### config.mk
export PLATFORM = sky130hd
export DESIGN_NAME = product_bcd_display
export DESIGN_NICKNAME = d
export VERILOG_FILES = /design/src/rtl/product_bcd_display.sv
export SDC_FILE = /design/constraint.sdc
export NUM_CORES = 1
export LEC_CHECK = 0
export BUFFER_PORTS_ARGS = -buffer_cell sky130_fd_sc_hd__buf_2
export CAP_MARGIN = 20
export CORE_MARGIN = 3
export CORE_UTILIZATION = 30
export DETAILED_ROUTE_END_ITERATION = 8
export GPL_TIMING_DRIVEN = 0
export SYNTH_ARGS = -nofsm -noshare
export SYNTH_HDL_FRONTEND = slang
export SYNTH_SLANG_ARGS = --single-unit
export TNS_END_PERCENT = 5
### constraint.sdc
create_clock -name clk -period 2.9 [get_ports clk]
set_input_delay 0.87 -clock clk [delete_from_list [all_inputs] [get_ports clk]]
set_output_delay 0.87 -clock clk [all_outputs]
set_load 0.005 [all_outputs]
### src/rtl/product_bcd_display.sv
// Converts an 8-bit product to three BCD digits (sequential double-dabble) and scans them onto one 7-segment driver.
// Latency: 8 cycles from capture to bcd_out; the segment scan runs freely with SCAN_DIV cycles per digit.
// Backpressure: none; strobes that arrive while busy is high are dropped, and there is no queue.
module product_bcd_display #(
    parameter int SCAN_DIV   = 16,
    parameter int BLANK_LEAD = 1
) (
    input  logic        clk,
    input  logic        rst_n,
    input  logic [7:0]  prod_in,
    input  logic        prod_valid,
    output logic        busy,
    output logic [11:0] bcd_out,
    output logic        bcd_valid,
    output logic [6:0]  seg,
    output logic [2:0]  dig_sel
);

    localparam int DW = (SCAN_DIV > 2) ? $clog2(SCAN_DIV) : 1;

    typedef enum logic {IDLE = 1'b0, CONV = 1'b1} state_t;

    state_t        state_q, state_d;
    logic [7:0]    bin_q, bin_d;
    logic [11:0]   scratch_q, scratch_d;
    logic [2:0]    cnt_q, cnt_d;
    logic [11:0]   bcd_q, bcd_d;
    logic          bcd_vld_q, bcd_vld_d;
    logic [DW-1:0] div_q, div_d;
    logic [2:0]    dig_q, dig_d;

    logic [11:0]   adj;
    logic [11:0]   shifted;
    // The hundreds nibble never exceeds 2, so the bit shifted out of it is always zero.
    logic          shift_out_unused;

    // State register
    always_ff @(posedge clk) begin
        if (!rst_n) begin
            state_q <= IDLE;
        end else begin
            state_q <= state_d;
        end
    end

    // Next-state logic: capture in IDLE, leave CONV after the 8th shift
    always_comb begin
        state_d = state_q;
        case (state_q)
            IDLE:    if (prod_valid)      state_d = CONV;
            CONV:    if (cnt_q == 3'd7)   state_d = IDLE;
            default:                      state_d = IDLE;
        endcase
    end

    // FSM outputs
    always_comb begin
        busy = (state_q == CONV);
    end

    // Double-dabble step: add 3 to every nibble >= 5, then shift {scratch, binary} left by one
    always_comb begin
        adj = scratch_q;
        for (int i = 0; i < 3; i++) begin
            if (scratch_q[i*4 +: 4] >= 4'd5) begin
                adj[i*4 +: 4] = scratch_q[i*4 +: 4] + 4'd3;
            end
        end
        shifted          = {adj[10:0], bin_q[7]};
        shift_out_unused = adj[11];
    end

    // Conversion datapath next-state; bcd_out only moves when a conversion completes
    always_comb begin
        bin_d     = bin_q;
        scratch_d = scratch_q;
        cnt_d     = cnt_q;
        bcd_d     = bcd_q;
        bcd_vld_d = bcd_vld_q;
        if (state_q == IDLE) begin
            if (prod_valid) begin
                bin_d     = prod_in;
                scratch_d = 12'h000;
                cnt_d     = 3'd0;
            end
        end else begin
            bin_d     = {bin_q[6:0], 1'b0};
            scratch_d = shifted;
            cnt_d     = cnt_q + 3'd1;
            if (cnt_q == 3'd7) begin
                bcd_d     = shifted;
                bcd_vld_d = 1'b1;
            end
        end
    end

    // Conversion datapath registers
    always_ff @(posedge clk) begin
        if (!rst_n) begin
            bin_q     <= 8'h00;
            scratch_q <= 12'h000;
            cnt_q     <= 3'd0;
            bcd_q     <= 12'h000;
            bcd_vld_q <= 1'b0;
        end else begin
            bin_q     <= bin_d;
            scratch_q <= scratch_d;
            cnt_q     <= cnt_d;
            bcd_q     <= bcd_d;
            bcd_vld_q <= bcd_vld_d;
        end
    end

    // Free-running scan divider; rotate the digit enable on each wrap
    always_comb begin
        div_d = div_q + DW'(1);
        dig_d = dig_q;
        if (div_q == DW'(SCAN_DIV - 1)) begin
            div_d = '0;
            dig_d = {dig_q[1:0], dig_q[2]};
        end
    end

    // Scan registers
    always_ff @(posedge clk) begin
        if (!rst_n) begin
            div_q <= '0;
            dig_q <= 3'b001;
        end else begin
            div_q <= div_d;
            dig_q <= dig_d;
        end
    end

    // Segment decode with leading-zero blanking; dash until the first result exists
    always_comb begin
        logic [3:0] nib;
        logic       blank;
        nib   = bcd_q[3:0];
        blank = 1'b0;
        case (dig_q)
            3'b100: begin
                nib   = bcd_q[11:8];
                blank = (BLANK_LEAD != 0) && (bcd_q[11:8] == 4'd0);
            end
            3'b010: begin
                nib   = bcd_q[7:4];
                blank = (BLANK_LEAD != 0) && (bcd_q[11:8] == 4'd0) && (bcd_q[7:4] == 4'd0);
            end
            default: begin
                nib   = bcd_q[3:0];
                blank = 1'b0;
            end
        endcase
        case (nib)
            4'd0:    seg = 7'h3F;
            4'd1:    seg = 7'h06;
            4'd2:    seg = 7'h5B;
            4'd3:    seg = 7'h4F;
            4'd4:    seg = 7'h66;
            4'd5:    seg = 7'h6D;
            4'd6:    seg = 7'h7D;
            4'd7:    seg = 7'h07;
            4'd8:    seg = 7'h7F;
            4'd9:    seg = 7'h6F;
            default: seg = 7'h00;
        endcase
        if (blank) begin
            seg = 7'h00;
        end
        if (!bcd_vld_q) begin
            seg = 7'h40;
        end
    end

    assign bcd_out   = bcd_q;
    assign bcd_valid = bcd_vld_q;
    assign dig_sel   = dig_q;

endmodule

== Yosys cells after proc, flatten, opt, wreduce, memory -nomap -nowiden ==
Memory sizes are Yosys's and may differ from the RTL's.
Cells that the tools add are included.
W data, S select, Z words.

* ROM bits: 112
* Flip-flop bits (word level): 44
* Logic and storage cells: 47
* Output and inout port bits: 24
* Memories kept: 1
* Input port bits: 11

* Mux-type cells: 16
* Order comparisons: 3
* Bitwise logic cells: 2
* Add/subtract/negate cells: 5
* Eq/ne operators: 4
* Reductions and logical operators: 7

{| class="wikitable"
|+ Memory list
! name !! depth !! bits a word !! rd ports !! clocked after memory_dff !! wr ports !! line !! source
|-
| (name not given) || 16 || 7 || 1 || 0 || 0 || 155 || <nowiki>case (nib)</nowiki>
|}

{| class="wikitable"
|+ Operators by type and width
! cell !! count
|-
| $mux W12 || 2
|-
| $mux W8 || 2
|-
| $mux W7 || 2
|-
| $ge A4 B3 Y1 const B || 3
|-
| $mux W3 || 3
|-
| $add A4 B2 Y4 const B || 2
|-
| $logic_not A4 Y1 || 2
|-
| $mux W4 || 2
|-
| $pmux W4 S2 || 1
|-
| $eq A3 B3 Y1 const B || 2
|-
| $add A4 B1 Y4 const B || 1
|-
| $eq A4 B4 Y1 const B || 1
|-
| $pmux W1 S2 || 2
|-
| $reduce_or A2 Y1 || 2
|-
| $add A3 B1 Y3 const B || 1
|-
| $add A3 B2 Y3 const B || 1
|-
| $eq A3 B2 Y1 const B || 1
|-
| $mux W1 || 2
|-
| $not A1 Y1 || 2
|-
| $reduce_and A2 Y1 || 1
|-
| $reduce_bool A2 Y1 || 1
|-
| $logic_and A1 B1 Y1 || 1
|}

== Depth between registers and ports, before layout ==
Gate-level depths: netlist of the first run.

* Depth in word-level cells: 5
* Gate-level depth with buffers: 8

== Worst setup path after synthesis of the first run ==
Ideal clock, no wire load.

* Path type: register -> output
* From: register dig_q[2], in the netlist dig_sel[2]
* To: output seg[3]
* Arrival: 1.835 ns
* Path buffers: 1
* Stages on the path, launching flop included: 9
* Path slack: 0.195 ns
* Path through: dfxtp_1 -> buf_4 -> or3b_2 -> a21oi_1 -> or2_2 -> inv_1 -> ha_1 -> mux2i_1 -> o21a_1

* Longest elaborated chain between the ends: 5
* Elaborated cells between the ends (all ways): 7
* Classes of those cells: 2 x eq/ne; 4 x mux; 1 x memory

{| class="wikitable"
|+ Ends and longest elaborated chain
! what !! line !! source
|-
| start: declaration || 30 || <nowiki>logic [2:0] dig_q, dig_d;</nowiki>
|-
| start signal: assignment || 131 || <nowiki>dig_q <= dig_d;</nowiki>
|-
| $eq A3 B2 Y1 or $eq A3 B3 Y1 (tied branches) || 141 || <nowiki>case (dig_q)</nowiki>
|-
| $pmux W4 S2 || 141 ||
|-
| $mem_v2 Z16 W7 || -- ||
|-
| $mux W7 * || 168 || <nowiki>if (blank) begin</nowiki>
|-
| $mux W7 * || 171 || <nowiki>if (!bcd_vld_q) begin</nowiki>
|-
| end: declaration || 15 || <nowiki>output logic [6:0] seg,</nowiki>
|}

Every way passes the cells marked *; elsewhere a longest branch is shown, timed or not.

== Worst setup path after layout of the first run ==
* From: register dig_q[1], in the netlist dig_sel[1]
* To: output seg[3]

Same word-level chain as after synthesis.

==> results of run 1 <==
-- worst max-delay path, delay by kind of cell (launching register included) --
family,cells,cell delay (ns)
compound gates,2,0.32
fa+ha+maj,1,0.25
buf+inv,3,0.29
flops,1,0.36
mux,1,0.07
simple gates,2,0.55
-- final timing paths --
path | cells after the start | end | from | slack (ns)
max | 9 | seg[3] | dig_sel[1] | -0.12
min | 1 | div_q[0] | div_q[0] | 0.48
max reg2reg | 7 | bcd_out[8] | cnt_q[0] | 1.06
min reg2reg | 1 | div_q[0] | div_q[0] | 0.48
-- repair_timing --
item	CTS	global route
endpoints found under the hold margin	0	0
gates cloned	1	2
pin swaps	9	11
resized for setup	17	9
buffers inserted	7	2
setup endpoints to repair	7	7
-- power by group through the flow --
| stage | logic [mW] | registers, mW | clock network [mW] |
|---|---|---|---|
| 2_1_floorplan | 0.0542 | 0.638 | 0 |
| 3_5_place_dp | 0.0815 | 0.640 | 0 |
| 4_1_cts | 0.0819 | 0.626 | 0.378 |
| 3_3_place_gp | 0.0797 | 0.640 | 0 |
| 6_report | 0.0805 | 0.626 | 0.370 |
| 5_1_grt | 0.0905 | 0.628 | 0.406 |
-- metal layers --
metal  GRT usage (%)  vias up  part of all wire [%]
met2            22.3       38                    46
met3            2.97        8                   5.1
li1                -     1092                     -
met1            17.2      991                    48
met4            4.03        0                   1.0
met5               0        -                     0
-- cell families after synthesis --
logic type	share of synthesized area, %
buf+inv	5.02
xor+xnor	2.15
simple gates	23.0
fa+ha+maj	7.17
flops	36.1
compound gates	19.6
mux	6.97
-- sequential cells by signal, summed over array words and instances, names as in the netlist --
name and count:
bcd_out 12, scratch_q 12, bin_q 8, div_q 4
cnt_q 3, dig_sel 3, bcd_valid 1, busy 1
-- area by class of cell --
type | instances | area, um2
tap | 102 | 128
fill | 819 | 4800
inverter | 10 | 40.0
clock inverter | 1 | 5.00
clock buffer | 6 | 72.6
sequential | 44 | 883
multi-input combinational | 213 | 1530
buffer | 17 | 88.8
timing repair buffer | 46 | 259
-- placed cells by master, fill, tap and decap left out, types with 11 or more instances in the layout --
cell      synthesis  layout
dfxtp_1          44      42
buf_2             2      38
nand2_1          33      33
a21oi_1          22      20
nor2b_1          17      17
mux2i_1          17      16
and2_1           12      12
clkbuf_1         10      11
o21ai_0          12      11
ha_1             14      11
==> key figures, run 1 <==
Power
  • Clock share of power: 34.4%
  • Pleak: 1.31 nW
  • Sw Ratio: 24.3%
  • Reg power frac: 58.1%
  • Comb pwr share: 7.5%
  • NetSw: 262 uW
  • Pwr dens: 359 mW/mm2
  • Total power: 1.08 mW
  • Internal: 815 uW
  • Peak VDD IR: 0.000192 V

Floorplan
  • Die height: 96.2 um
  • Core area: 0.00781 mm2
  • Die W: 96.2 um
  • Die area: 0.00926 mm2
  • Starting density of the core: 31.3%
  • Row count: 32
  • # IOs: 35

Clocking
  • CTS buffer count: 5
  • # H-tree levels: 2
  • Skew-Pair Late Insertion Delay: 0.30 ns
  • CTS Hold Bufs: 0
  • Clock Root Buffer: clkbuf_8
  • CTS tree: built
  • CTS sink cnt: 44
  • CTS Buffer Depth: 2
  • Clock-pin slew on the worst setup and hold paths: 0.08 ns

Timing
  • RSZ-0062 raised after global routing: true
  • Final slew viol count: 0
  • Worst Tran Pin Value: 0.588 ns
  • Fin Hold WS: 0.476 ns
  • Final Cycle Share: 104%
  • Final setup TNS: -0.609 ns
  • Max Clock Freq: 331 MHz
  • Final hold vios: 0
  • Max-slew headroom: 60.8%
  • Count of final setup violators: 7
  • Layout Skew: 0.00425 ns
  • Slack of the critical path: -0.120 ns
  • Crit path time final: 3.02 ns

Placement
  • Gpl congestion: 0.843
  • Placed cell count: 420
  • Setup WS pre-CTS: -0.0489 ns
  • Placed wire-length estimate: 4390 um
  • Port Buffers: 34
  • Post-DP Area: 0.00274 mm2

Global routing
  • Number of global-route vias before repair: 2020
  • Largest net degree at the start of global routing: 13
  • Total track usage: 13.4%
  • Initial antenna violation count: 0
  • First-pass GRT wire length: 9630 um
  • GR Overflow Total: 0

Logic synthesis
  • Post-synthesis area per instance: 8.60 um2
  • Cell taking the most area after synthesis: dfxtp_1
  • Seq/Total Area, Yosys: 36.1%
  • Yosys cell types: 40
  • Post-synth top cells: 44 x dfxtp_1, 33 x nand2_1, 22 x a21oi_1
  • Dominant synthesized flop cell: dfxtp_1
  • Synthesized Nets: 309
  • Post-synth ARST share: 0%
  • Share of the synthesized area in the top cell type: 36.1%
  • Most numerous cell in the Yosys netlist: dfxtp_1
  • Synth Register Bits: 44
  • EDFF count, synth: 0
  • Ys Warns: 0
  • Top post-synthesis cells by area: dfxtp_1 36%, ha_1 7.2%, mux2i_1 7.0%, nand2_1 5.1%, a21oi_1 4.5%
  • Post-synthesis cell count: 284
  • Synthesized area: 0.00244 mm2

Job
  • Max-cap violations: 0

Route
  • DR WL/cell: 13.9 um
  • Detailed Route Iter0 Violations: 51
  • Drt total wl: 6080 um
  • Antenna Violating Nets Remaining: 0
  • Vias/cell: 4.85
  • Vias: 2129
  • Remaining DRCs: 0
  • First-pass detailed-route iteration total: 4

Critical path
  • Worst Path Required: 2.03 ns
  • Slowest cell on crit path: or3b_4
  • CP Class: register to output port
  • Crit path launch type: register
  • Worst Path Max Fanout: 5
  • Worst Setup End Kind: output port
  • Worst path cell trace: buf_6 > or3b_4 > a21oi_2 > or2_4 > inv_4 > ha_4 > mux2i_1 > o21a_1 > buf_2
  • CP arrival: 2.15 ns
  • Slowest stage delay, CP: 0.38 ns

Finish
  • Antenna cells: 0
  • Nets: 362
  • Layout cells sized above 1: 23.7%
  • Post-route design area: 0.00300 mm2
  • Final std cells w/o fill: 439
  • Area delta synth->final: 23.0%
  • Final core occ: 38.5%

Worst hold path
  • Worst hold path type: register to register

Run status
  • Violated checks: negative setup slack
  • Status: complete, but fails checks
No activity file was read; power rests on OpenSTA's default activity.
==> inputs of run 2 (changes only) <==
--- a/config.mk
+++ b/config.mk
@@ -14,4 +14,3 @@
 export SYNTH_ARGS = -nofsm -noshare
 export SYNTH_HDL_FRONTEND = slang
 export SYNTH_SLANG_ARGS = --single-unit
-export TNS_END_PERCENT = 5
==> run 2 against run 1 <==
  * Wire length increased by 4.5%
  * Final area increased by 3.5%
  * The flow still finishes with violations (negative setup slack)
  * Largest power group unchanged
  * Worst hold slack about the same
  * Largest cell class unchanged
  * Die area unchanged
  * Worst setup slack got worse by 0.029 ns
  * First-iteration DRC count decreased by 3.9%
  * Power decreased by 0.20%
  * Non-clock buffer count increased by 3
  * Sequential share of layout area decreased by 0.90 points
==> key figures, run 2 (same netlist as run 1, synthesis figures left out) <==
Timing
  • Count of final setup violators: 6
  • Final slew viol count: 0
  • Max-slew headroom: 60.9%
  • RSZ-0062 raised after global routing: true
  • Final hold vios: 0
  • Final Cycle Share: 105%
  • Fin Hold WS: 0.477 ns
  • Layout Skew: 0.00521 ns
  • Slack of the critical path: -0.149 ns
  • Crit path time final: 3.05 ns
  • Worst Tran Pin Value: 0.586 ns
  • Max Clock Freq: 328 MHz

Critical path
  • CP Class: register to output port
  • FF-to-FF Start: cnt_q[0]
  • CP bufs+invs: 3
  • R2r endpoint: bcd_out[4]
  • R2r worst-path depth: 7
  • Cell family with most CP delay: simple AND/OR/NAND/NOR gates
  • Worst Setup End Kind: output port
  • CP arrival: 2.18 ns
  • Crit path depth: 9
  • Worst Path Max Fanout: 5
  • Slowest cell on crit path: or3b_4
  • Worst Path Required: 2.03 ns
  • Slowest stage delay, CP: 0.39 ns
  • R2R setup slack: 1.05 ns
  • Worst path cell trace: buf_8 > or3b_4 > a21oi_2 > or2_4 > inv_4 > ha_4 > mux2i_1 > o21a_1 > buf_2
  • Crit path launch type: register

Route
  • Antenna Violating Nets Remaining: 0
  • Detailed Route Iter0 Violations: 49
  • Remaining DRCs: 0
  • Drt total wl: 6360 um
  • DR WL/cell: 14.4 um
  • Vias/cell: 4.92
  • Vias: 2175
  • First-pass detailed-route iteration total: 4

Run status
  • Status: complete, but fails checks
  • Violated checks: negative setup slack

Clocking
  • Clock Root Buffer: clkbuf_8
  • CTS buffer count: 5
  • CTS tree: built
  • CTS Buffer Depth: 2
  • Skew-Pair Late Insertion Delay: 0.30 ns
  • CTS sink cnt: 44
  • Clock-pin slew on the worst setup and hold paths: 0.08 ns
  • # H-tree levels: 2
  • CTS Hold Bufs: 0

Global routing
  • GR Overflow Total: 0
  • Largest net degree at the start of global routing: 13
  • Total track usage: 13.7%
  • Initial antenna violation count: 0
  • Number of global-route vias before repair: 2060
  • First-pass GRT wire length: 9820 um

Finish
  • Layout cells sized above 1: 26.2%
  • Nets: 365
  • Area delta synth->final: 27.2%
  • Commonest non-fill, non-tap cells in the layout: 42 x dfxtp_1, 37 x buf_2, 33 x nand2_1, 20 x a21oi_1, 17 x nor2b_1
  • Antenna cells: 0
  • Post-route design area: 0.00311 mm2
  • Leading cell type in the layout, fill and taps excluded: dfxtp_1

Floorplan
  • # IOs: 35
  • Die height: 96.2 um
  • Die W: 96.2 um
  • Row count: 32
  • Starting density of the core: 31.3%
  • Core area: 0.00781 mm2
  • Die area: 0.00926 mm2

Placement
  • Port Buffers: 34
  • Post-DP Area: 0.00274 mm2
  • Setup WS pre-CTS: -0.0489 ns
  • Placed wire-length estimate: 4390 um
  • Gpl congestion: 0.843

Worst hold path
  • Hold Path Depth: 1
  • Worst hold path type: register to register
  • Worst Hold Endpoint: div_q[0]
  • Hold path start: div_q[0]

Power
  • Total power: 1.07 mW
  • Pleak: 1.34 nW
  • Peak VDD IR: 0.000192 V
  • Pwr dens: 346 mW/mm2

Job
  • Max-cap violations: 0
[run 2: worst max-delay path by stage]
stage	endpoint	slack [ns]	start
6_report	seg[3]	-0.15	dig_sel[2]
5_1_grt	seg[5]	-0.23	dig_sel[2]
4_1_cts	seg[3]	-0.12	dig_sel[1]
3_5_place_dp	seg[3]	-0.05	dig_sel[2]
3_3_place_gp	seg[6]	-0.03	dig_sel[1]
2_1_floorplan	seg[3]	0.20	dig_sel[2]
[run 2: repair_timing]
item                                   4_1_cts  5_1_grt
gates cloned                                 1        2
endpoints found under the hold margin        0        0
buffers inserted                             8        4
resized for setup                           20       18
setup endpoints to repair                    7        7
pin swaps                                    9       13
[run 2: routing by layer]
metal	vias to the layer above	track usage, %	routed length [um]
met4	0	4.03	121
met3	14	2.97	325
met5	-	0	0
li1	1101	-	-
met1	1004	17.4	2980
met2	56	23.0	2930
[run 2: cell type report]
class                   count  area, um2
multi-input cells         213       1580
flip-flops and latches     44        886
fillers                   801       4700
clock inverters             1       5.00
plain buffers              17       95.1
clock buffers               6       72.6
inverters                  10       40.0
repair buffers             49        299
well taps                 102        128
[run 2: where the power goes]
group	switching (mW)	total [mW]	internal, mW
Sequential	0.00922	0.625	0.616
Combinational	0.0466	0.0804	0.0339
Clock	0.205	0.369	0.164
Total	0.261	1.07	0.814
[run 2: metrics by stage]
step           util (%)  setup TNS (ns)  instances
3_3_place_gp       35.1         -0.0662        420
2_1_floorplan         -               0        284
6_report           39.8          -0.658        442
3_5_place_dp       35.1         -0.0970        420
5_1_grt            39.8           -1.27        442
4_1_cts            37.9          -0.525        436
